--- config.mk ---
export PLATFORM = sky130hd
export DESIGN_NAME = reader_serializer
export DESIGN_NICKNAME = d
export VERILOG_FILES = /design/src/rtl/reader_serializer.sv
export SDC_FILE = /design/constraint.sdc
export NUM_CORES = 1
export LEC_CHECK = 0
export CAP_MARGIN = 20
export CORE_MARGIN = 4
export CORE_UTILIZATION = 52
export CTS_CLUSTER_DIAMETER = 100
export CTS_CLUSTER_SIZE = 8
export DETAILED_ROUTE_END_ITERATION = 8
export GPL_TIMING_DRIVEN = 0
export PLACE_DENSITY_LB_ADDON = 0.05
export SYNTH_ARGS = -nofsm -noshare
export SYNTH_HDL_FRONTEND = slang
export SYNTH_SLANG_ARGS = --single-unit
--- constraint.sdc ---
create_clock -name CLK -period 2.1 [get_ports CLK]
set_input_delay 0.42 -clock CLK [delete_from_list [all_inputs] [get_ports CLK]]
set_output_delay 0.42 -clock CLK [all_outputs]
set_load 0.05 [all_outputs]
--- src/rtl/reader_serializer.sv ---
// -----------------------------------------------------------------------------
// reader_serializer
//
// Pops 32-bit words from the Reader FIFO and streams them out little-endian,
// one byte per cycle, with valid held high without gaps for the requested
// byte count. The FIFO pop pulse is exported so the downstream checker can
// step its DMA read address in lock-step with this block.
//
// Ports:
//   CLK                     in   clock, rising edge
//   RESETn                  in   synchronous active-low reset
//   start                   in   one-cycle transfer request, honoured in IDLE only
//   buffer_length   [5:0]   in   transfer length in bytes, latched on start
//   fifo_count      [4:0]   in   Reader FIFO occupancy in words
//   fifo_empty              in   Reader FIFO empty flag
//   fifo_rd_data    [31:0]  in   FIFO data, valid the cycle after fifo_rd_en
//   fifo_rd_en              out  FIFO pop pulse (also the checker's read enable)
//   serialized_output [7:0] out  current byte
//   serialized_output_valid out  byte valid
//   serialize_counter [1:0] out  byte lane of the current byte (0 = bits [7:0])
//   busy                    out  high in every state except IDLE
//   done                    out  one-cycle end-of-transfer pulse
//   underrun                out  sticky: FIFO ran dry at a prefetch slot
// -----------------------------------------------------------------------------
module reader_serializer (
    input  logic        CLK,
    input  logic        RESETn,
    input  logic        start,
    input  logic [5:0]  buffer_length,
    input  logic [4:0]  fifo_count,
    input  logic        fifo_empty,
    input  logic [31:0] fifo_rd_data,
    output logic        fifo_rd_en,
    output logic [7:0]  serialized_output,
    output logic        serialized_output_valid,
    output logic [1:0]  serialize_counter,
    output logic        busy,
    output logic        done,
    output logic        underrun
);

    typedef enum logic [2:0] {
        S_IDLE,
        S_ARM,
        S_LOAD,
        S_SHIFT,
        S_DONE
    } state_t;

    state_t      state_q, state_d;
    logic [5:0]  len_q, len_d;
    logic [4:0]  words_q, words_d;
    logic [31:0] word_q, word_d;
    logic [5:0]  bytes_left_q, bytes_left_d;
    logic [1:0]  lane_q, lane_d;
    logic        underrun_q, underrun_d;
    logic        pop_q;

    // ARM releases only once the whole transfer is already in the FIFO, so
    // the prefetch pops during SHIFT can only fail if the FIFO is drained
    // by someone else.
    logic arm_ready;
    assign arm_ready = (state_q == S_ARM) && (fifo_count >= words_q);

    // Fetch the next word while lane 2 is on the bus; its data arrives during
    // lane 3 and is loaded at the 3 -> 0 wrap.
    logic prefetch_slot;
    assign prefetch_slot = (state_q == S_SHIFT) && (lane_q == 2'd2) &&
                           (bytes_left_q > 6'd2);

    // -------------------------------------------------------------------------
    // State and datapath registers
    // -------------------------------------------------------------------------
    // NOTE: sequential state uses non-blocking assignments so every register
    // samples its pre-edge value, independent of statement order.
    // NOTE: the word register is reset together with the rest; it is a single
    // word, and a clean value keeps the output bus quiet after reset.
    always_ff @(posedge CLK) begin
        if (!RESETn) begin
            state_q      <= S_IDLE;
            len_q        <= '0;
            words_q      <= '0;
            word_q       <= '0;
            bytes_left_q <= '0;
            lane_q       <= '0;
            underrun_q   <= 1'b0;
            pop_q        <= 1'b0;
        end else begin
            state_q      <= state_d;
            len_q        <= len_d;
            words_q      <= words_d;
            word_q       <= word_d;
            bytes_left_q <= bytes_left_d;
            lane_q       <= lane_d;
            underrun_q   <= underrun_d;
            pop_q        <= fifo_rd_en;
        end
    end

    // -------------------------------------------------------------------------
    // Next-state and datapath update
    // -------------------------------------------------------------------------
    // NOTE: every variable gets a hold default before the case so no path
    // leaves one unassigned, which would otherwise infer a latch.
    always_comb begin
        state_d      = state_q;
        len_d        = len_q;
        words_d      = words_q;
        word_d       = word_q;
        bytes_left_d = bytes_left_q;
        lane_d       = lane_q;
        underrun_d   = underrun_q;

        case (state_q)
            S_IDLE: begin
                if (start) begin
                    len_d      = buffer_length;
                    // ceil(len/4) needs the carry out of len+3 (63 -> 16 words)
                    words_d    = 5'(({1'b0, buffer_length} + 7'd3) >> 2);
                    underrun_d = 1'b0;
                    state_d    = (buffer_length == 6'd0) ? S_DONE : S_ARM;
                end
            end

            S_ARM: begin
                if (arm_ready) begin
                    state_d = S_LOAD;
                end
            end

            S_LOAD: begin
                word_d       = fifo_rd_data;
                bytes_left_d = len_q;
                lane_d       = 2'd0;
                state_d      = S_SHIFT;
            end

            S_SHIFT: begin
                bytes_left_d = bytes_left_q - 6'd1;
                lane_d       = lane_q + 2'd1;
                // A pop last cycle means fresh data is on the bus now.
                if (pop_q) begin
                    word_d = fifo_rd_data;
                end
                if (prefetch_slot && fifo_empty) begin
                    underrun_d = 1'b1;
                end
                // Underrun truncates the stream after the current word.
                if ((bytes_left_q == 6'd1) || ((lane_q == 2'd3) && underrun_q)) begin
                    state_d = S_DONE;
                end
            end

            S_DONE: begin
                state_d = S_IDLE;
            end

            default: begin
                state_d = S_IDLE;
            end
        endcase
    end

    // -------------------------------------------------------------------------
    // Outputs
    // -------------------------------------------------------------------------
    always_comb begin
        fifo_rd_en              = 1'b0;
        serialized_output       = 8'd0;
        serialized_output_valid = 1'b0;
        serialize_counter       = 2'd0;
        busy                    = (state_q != S_IDLE);
        done                    = 1'b0;
        underrun                = underrun_q;

        case (state_q)
            S_ARM: begin
                fifo_rd_en = arm_ready;
            end

            S_SHIFT: begin
                fifo_rd_en              = prefetch_slot && !fifo_empty;
                serialized_output       = word_q[{lane_q, 3'b000} +: 8];
                serialized_output_valid = 1'b1;
                serialize_counter       = lane_q;
            end

            S_DONE: begin
                done = 1'b1;
            end

            default: begin
            end
        endcase
    end

endmodule

# == After elaboration in Yosys (flattened, before gate mapping) ==
# Index checks and enable logic that the tools add are counted.
# W data, S select, Z words.
# word_totals
reg_bits,56
latchBits,0
ram_bits,0
romBits,0
output_inout_bits,15
elab_cells,60
memories,0
# op_classes
add_sub_neg,3
mul,0
div,0
n_lt_le_gt_ge,2
eq_ne,12
n_shift,1
muxes,17
bitwise_logic,0
n_reduce_logical,17
# ops
op,count
$pmux W32 S2,1
$mux W32,1
$shiftx A32 B6 Y8,1
$mux W3,4
$pmux W3 S4,1
$pmux W6 S2,1
$mux W8,1
$add A6 B2 Y7 const B,1
$eq A3 B2 Y1 const B,2
$eq A6 B1 Y1 const B,1
$gt A6 B2 Y1 const B,1
$logic_and A1 B1 Y1,6
$logic_not A6 Y1,1
$ne A2 B2 Y1 const B,3
$reduce_and A3 Y1,2
$sub A6 B1 Y6 const B,1
$ge A5 B5 Y1,1
$eq A2 B2 Y1 const B,2
$mux W1,4
$ne A2 B1 Y1 const B,2
$pmux W1 S2,2
$pmux W2 S2,1
$reduce_and A2 Y1,2
$reduce_bool A2 Y1,2
8 further kinds,8

# == Logic depth before layout (Yosys ltp) ==
# Gate-level depths: netlist of the first run.
# logic_depth
word_depth,6
ltp_mapped,7
mapped_depth_nobuf,6

# == Least setup slack after synthesis of the first run ==
# Ideal clock, no wire load.
# synth_path
path_type,input-to-output
start,input port fifo_count[0]
end,output port fifo_rd_en
arrival_ns,2.205
t_required_ns,1.680
slack_ns,-0.525
stages,6
path_buffers,0
path_cell_list,inv_1 -> ha_1 -> nor2b_1 -> o21ai_0 -> a221oi_2 -> nor3_1
# synth_via
elab_chain_cells,3
# synth_lines
item,line_no,text
"start, declared",30,"input logic [4:0] fifo_count,"
$ge A5 B5 Y1,63,assign arm_ready = (state_q == S_ARM) && (fifo_count >= words_q);
$logic_and A1 B1 Y1,63,
$pmux W1 S2,176,case (state_q)
"end, declared",33,"output logic fifo_rd_en,"
# No other way between the ends.

# == Worst setup path after layout of the first run ==
# layout_path
start,register bytes_left_q[5]
end,output port fifo_rd_en
# layout_via
elab_chain_cells,4
# layout_lines
item,line_no,text
"start, declared",54,"logic [5:0] bytes_left_q, bytes_left_d;"
"start signal, assigned",93,bytes_left_q <= bytes_left_d;
$gt A6 B2 Y1,69,(bytes_left_q > 6'd2);
$logic_and A1 B1 Y1,68,assign prefetch_slot = (state_q == S_SHIFT) && (lane_q == 2'd2) &&
$logic_and A1 B1 Y1,182,fifo_rd_en = prefetch_slot && !fifo_empty;
$pmux W1 S2,176,
# No other way between the ends.

==> results_dict.tcl, run 1 <==
set metrics [dict create \
    outcome "finished with violations" \
    violations "negative setup slack" \
    via_per_inst 5.35 \
    crit_arrival_ns 1.78 \
    cts_max_level 2 \
    synth_cell_types 49 \
    nets 468 \
    vias 2583 \
    internal-power_uw 1800 \
    worst-setup-path-type "reg2out" \
    synth_flop_cell "dfxtp_1" \
    avgRoutedWirePerCell_um 15.9 \
    finClkSkew_ns 0.00825 \
    critPathMaxFanout 4 \
    cp_slowest_cell "nor4_4" \
    p_seq_share_pct 45.9 \
    clkSinkCount 56 \
    utilization_pct 74.6 \
    whs_path_depth 2 \
    p_total_uw 2690 \
    netlist_area_mm2 0.00312 \
    period_share_pct 105 \
    hold_viol 0 \
    min_from "word_q[14]" \
    crit_path_start_kind "flop" \
    placed_area_mm2 0.00383 \
    setup_viol 10 \
    fillers 421 \
    ys_warn_count 0 \
    hold_path_class "reg2reg" \
    synth.area.top_cells "dfxtp_1 36%, a21boi_2 12%, nand2_2 6.8%, nand2_1 6.4%, mux4_2 5.8%" \
    dpl.hpwl_mm 5.42 \
    clkPwrFrac_pct 21.9 \
    crit_path_end_kind "output port" \
    ant_nets 0 \
    dr.pass1.iters 4 \
    gr-total-overflow 0 \
    min_period_ns 2.20 \
    port_buffers 61 \
    combPwrFrac_pct 32.3 \
    ys_seq_area_share_pct 36.0 \
    antennaDiodeCount 0 \
    area_growth_pct 35.1 \
    route.detailed.drc 0 \
    crit_family "compound AO/OA/AOI/OAI gates" \
    ff2ff_path_depth 7 \
    worstMarginPinSlew_ns 0.506 \
    worstPathRequired_ns 1.68 \
    grt_pass1_wl_mm 12.0 \
    powerDensity_mw_per_mm2 639 \
    synth_area_per_cell_um2 9.38 \
    initial_core_util_pct 55.2 \
    drt_iter0_markers 175 \
    grt_usage_pct 20.4 \
    antenna_found_initial 0 \
    die_w_um 85.4 \
    grt_max_degree 17 \
    ff2ff_setup_slack_ns 0.23 \
    cts.root.buffer_cell "clkbuf_8" \
    vdd_drop_max_mv 0.318 \
    syn_inst 332 \
    cap_violations 0 \
    final_max_slew_viol_count 0 \
    synth.net_count 389 \
    r2r_start "words_q[0]" \
    power_leakage_uw 0.00149 \
    grt_pass1_vias 2538 \
    synth-seq-cells 56 \
    cts_buffer_depth 2 \
    clkTransAtPathRegs_ns 0.10 \
    max_freq_ghz 0.455 \
    drive_gt1_share_pct 39.9 \
    dieArea_mm2 0.00729 \
    p_sw_uw 884 \
    rows 27 \
    core_region_area_mm2 0.00564 \
    die_h_um 85.4 \
    max_stage_delay_ns 0.41 \
    worst_slack_ns -0.0980 \
    synthArstFlopShare_pct 0 \
    clock_latency_ns 0.32 \
    io-pin-count 62 \
    synth_top_cell_by_area "dfxtp_1" \
    cp.depth 5 \
    synth_top_area_share_pct 36.0 \
    swShare_pct 32.9 \
    synth-edff-count 0 \
    min_to "word_q[14]" \
    worstPathCellList "nor4_4 > a211oi_4 > a221oi_4 > nor3_4 > buf_6" \
    finalInstanceArea_mm2 0.00421 \
    globalplace.congestion 0.848 \
    tritoncts "yes" \
    routed_wl_mm 7.66 \
    rr_endpoint "state_q[0]" \
    worstPathBufferInverterCount 1 \
    cts_inserted_buffers 5 \
    max_slew_margin_pct 66.2 \
    grt_setup_unrepaired "yes" \
    holdBufCountCts 0 \
]
-- cells by family (layout without fill, tap and decap cells) --
logic type	count (synthesis)	count (layout)	synth area share, %
AO/OA/AOI/OAI	84	84	24.1
XOR/XNOR	3	3	0.844
adder cells (fa/ha/maj)	10	10	4.02
buffers and inverters	35	114	6.27
flip-flops	56	56	36.0
multiplexers	8	8	5.78
AND/OR/NAND/NOR	136	136	23.0
-- worst max path at each step --
stage | startpoint | to | slack, ns
global placement | fifo_count[0] | fifo_rd_en | -1.15
finish | bytes_left_q[5] | fifo_rd_en | -0.1
CTS | fifo_count[1] | fifo_rd_en | -0.20
detailed placement | fifo_count[0] | fifo_rd_en | -1.14
floorplan | lane_q[1] | serialized_output[0] | 0.08
global route | bytes_left_q[5] | fifo_rd_en | -0.18
-- repair_timing --
action                     in CTS  in global routing
pin swaps                      11                 10
gates resized for setup        99                 46
setup endpoints to repair      14                 12
cloned                          0                  0
hold endpoints to repair        0                  0
setup buffers                   2                  9
-- sequential cells by signal, summed over array words and instances, names as in the netlist --
signal and flops:
state_q 3, lane_q 2, words_q 5, len_q 6, word_q 32, pop_q 1, bytes_left_q 6, underrun 1
-- final cells by class --
class / instances / area [um^2] / area share (%)
Buffer: 17 / 150 / 3.57
Clock buffer: 5 / 68.8 / 1.64
Clock inverter: 2 / 12.5 / 0.297
Inverter: 18 / 67.6 / 1.61
Multi-Input combinational cell: 241 / 1970 / 46.9
Sequential cell: 56 / 1130 / 26.9
Tap cell: 72 / 90.1 / 2.14
Timing Repair Buffer: 72 / 713 / 16.9
-- tightest hold or removal path, cell delays in order (launching register included) --
cell and delay (ns):
dfxtp_1 0.32, nand2_1 0.07, a21boi_2 0.05
-- synthesized netlist by cell type, drive strengths merged, types with 5 or more instances --
master  instances
a21oi          11
nor2            9
o21ai          14
inv            18
and2            5
nor2b          14
buf            10
a21boi         41
ha             10
dfxtp          56
mux4            8
nand2          87
clkbuf          7
nor3            5
-- stage by stage --
stage / cells / worst slack, ns / hold slack, ns / setup TNS, ns
4_1_cts: 474 / -0.195 / 0.471 / -0.195
3_3_place_gp: 465 / -1.15 / 0.451 / -5.41
2_1_floorplan: 332 / 0.0802 / 0.440 / 0
5_1_grt: 483 / -0.184 / 0.488 / -0.881
6_report: 483 / -0.0980 / 0.468 / -0.361
3_5_place_dp: 465 / -1.14 / 0.456 / -5.55
-- power groups by stage --
stage                     clock [uW]  sequential, uW  combinational, uW
final                            588            1230                867
after global routing             635            1240                942
after CTS                        597            1230                798
after detailed placement           0            1250                747
after global placement             0            1240                735
after floorplan                    0            1220                529
-- layout by cell type, fill, tap and decap left out, types with 5 or more instances in the layout --
master,synthesis,layout
nor2_1,9,8
buf_2,6,5
dfxtp_2,0,7
nor2b_4,0,7
clkbuf_1,7,5
nor2b_1,14,6
clkbuf_8,0,5
a21oi_1,11,10
nand2_2,34,35
buf_6,1,7
buf_4,0,11
dlygate4sd2_1,0,5
o21ai_0,11,10
a21boi_0,7,7
clkdlybuf4s50_1,0,42
dfxtp_1,56,48
inv_1,17,14
ha_1,10,5
nand2_1,53,52
a21boi_2,34,34
mux4_2,8,8
-- layer usage --
metal	vias to the layer above	share of wire [%]	GRT usage, %
met1	1226	45	28.1
li1	1281	-	-
met2	67	48	33.3
met4	0	0.89	3.88
met5	-	0	0
met3	9	6.6	4.17
Power figures use the tool's default switching activity.
==> run 2, diff against run 1 <==
Settings changed: CORE_UTILIZATION 52 to 45.
==> results_dict.tcl, run 2 (synthesized netlist as in run 1, its figures left out) <==
set metrics [dict create \
    finClkSkew_ns 0.0143 \
    reg_top3 "word_q (32), bytes_left_q (6), len_q (6)" \
    min_period_ns 2.20 \
    worstPathCellList "inv_1 > ha_1 > and3b_2 > a221oi_4 > nor3_4 > buf_6" \
    period_share_pct 105 \
    port_buffers 61 \
    power_leakage_uw 0.00151 \
    dpl.hpwl_mm 5.44 \
    critPathMaxFanout 2 \
    clock_latency_ns 0.31 \
    setup-tns-final_ns -0.200 \
    core_region_area_mm2 0.00676 \
    cts.root.buffer_cell "clkbuf_8" \
    cts_inserted_buffers 5 \
    route.detailed.drc 0 \
    layout_commonest_cell "nand2_1" \
    rows 30 \
    cts_max_level 2 \
    grt_pass1_wl_mm 12.0 \
    placed_area_mm2 0.00384 \
    worstMarginPinSlew_ns 0.499 \
    critPathLaunch "words_q[3]" \
    finalInstanceArea_mm2 0.00421 \
    antenna_found_initial 0 \
    gr-total-overflow 0 \
    grt_pass1_vias 2399 \
    nets 462 \
    largest_register_ffs 32 \
    violations "negative setup slack" \
    via_per_inst 5.18 \
    ff2ff_path_depth 7 \
    r2r_start "words_q[2]" \
    grt_max_degree 17 \
    crit_arrival_ns 1.78 \
    powerDensity_mw_per_mm2 688 \
    vias 2510 \
    initial_core_util_pct 46.1 \
    hold_viol 0 \
    final_cell_mix "52 x nand2_1, 49 x dfxtp_1, 42 x clkdlybuf4s50_1" \
    vdd_drop_max_mv 0.313 \
    max_slew_margin_pct 66.7 \
    rr_endpoint "state_q[0]" \
    avgRoutedWirePerCell_um 15.2 \
    die_w_um 91.2 \
    worstPathRequired_ns 1.68 \
    hold_path_class "reg2reg" \
    p_total_uw 2890 \
    largest-register "word_q" \
    grt_setup_unrepaired "yes" \
    cap_violations 0 \
    clkTransAtPathRegs_ns 0.10 \
    setup_viol 8 \
    drt_iter0_markers 132 \
    grt_usage_pct 17.8 \
    area_growth_pct 35.0 \
    routed_wl_mm 7.36 \
    crit_end "fifo_rd_en" \
    crit_path_start_kind "flop" \
    drive_gt1_share_pct 37.8 \
    final_max_slew_viol_count 0 \
    post-place-ws_ns -1.07 \
    ant_nets 0 \
    outcome "finished with violations" \
    worst_slack_ns -0.104 \
    crit_path_end_kind "output port" \
    die_h_um 91.2 \
    clkSinkCount 56 \
    io-pin-count 62 \
    max_freq_ghz 0.454 \
    cts_buffer_depth 2 \
    globalplace.congestion 0.832 \
    antennaDiodeCount 0 \
    tritoncts "yes" \
    dieArea_mm2 0.00832 \
    worst-setup-path-type "reg2out" \
    dr.pass1.iters 4 \
    cp_slowest_cell "a221oi_4" \
    max_stage_delay_ns 0.35 \
    ff2ff_setup_slack_ns 0.43 \
]
==> run 2: per-stage QoR <==
| stage | utilization, % | std cells | hold WS, ns |
|---|---|---|---|
| 6_report | 62.2 | 485 | 0.468 |
| 5_1_grt | 62.2 | 485 | 0.488 |
| 4_1_cts | 59.6 | 483 | 0.468 |
| 3_5_place_dp | 56.8 | 473 | 0.454 |
| 3_3_place_gp | 56.8 | 473 | 0.451 |
| 2_1_floorplan | - | 332 | 0.440 |
==> run 2: worst min-delay path by stage <==
stage | from | to | slack [ns] | cells past startpoint
2_1_floorplan | word_q[0] | word_q[0] | 0.44 | 2
6_report | word_q[26] | word_q[26] | 0.47 | 2
5_1_grt | word_q[25] | word_q[25] | 0.49 | 2
3_3_place_gp | word_q[25] | word_q[25] | 0.45 | 2
4_1_cts | word_q[26] | word_q[26] | 0.47 | 2
3_5_place_dp | word_q[26] | word_q[26] | 0.45 | 2
==> run 2: final cells by class <==
cell class,instances,area [um^2]
Timing Repair Buffer,66,671
Clock buffer,5,68.8
Buffer,17,150
Sequential cell,56,1130
Inverter,18,67.6
Fill cell,583,2550
Clock inverter,2,60.1
Multi-Input combinational cell,241,1950
Tap cell,80,100
==> run 2: critical path: cells and delay by family, from the launching register on <==
family / cells / cell delay, ns
buffers and inverters: 2 / 0.19
AND/OR/NAND/NOR: 2 / 0.30
flip-flops: 1 / 0.34
adder cells (fa/ha/maj): 1 / 0.30
AO/OA/AOI/OAI: 1 / 0.35
==> run 2: layer usage <==
metal	wire (um)	global-route usage (%)	vias to the layer above	part of all wire [%]
met5	0	0	-	0
met4	69	4.15	0	0.94
met3	374	3.81	7	5.1
met2	3210	26.6	51	44
met1	3710	26.2	1180	50
li1	-	-	1272	-
==> run 2: power breakdown <==
group	leakage [uW]	total (uW)	switching (uW)	internal, uW
Clock	0.0000642	829	359	470
Combinational	0.000983	828	427	401
Sequential	0.000460	1240	81.7	1150
Total	0.00151	2890	868	2030
==> run 2: what timing repair did <==
action,in CTS,in global routing
endpoints found under the setup margin,14,13
pin swaps,7,10
hold buffers,0,0
setup buffers,3,2
gates resized for setup,88,47
==> run 3, diff against run 2 <==
Settings changed: TNS_END_PERCENT set to 100.
==> results of run 3 <==
Same layout as run 2: the final DEF is identical, and so are final timing and power.
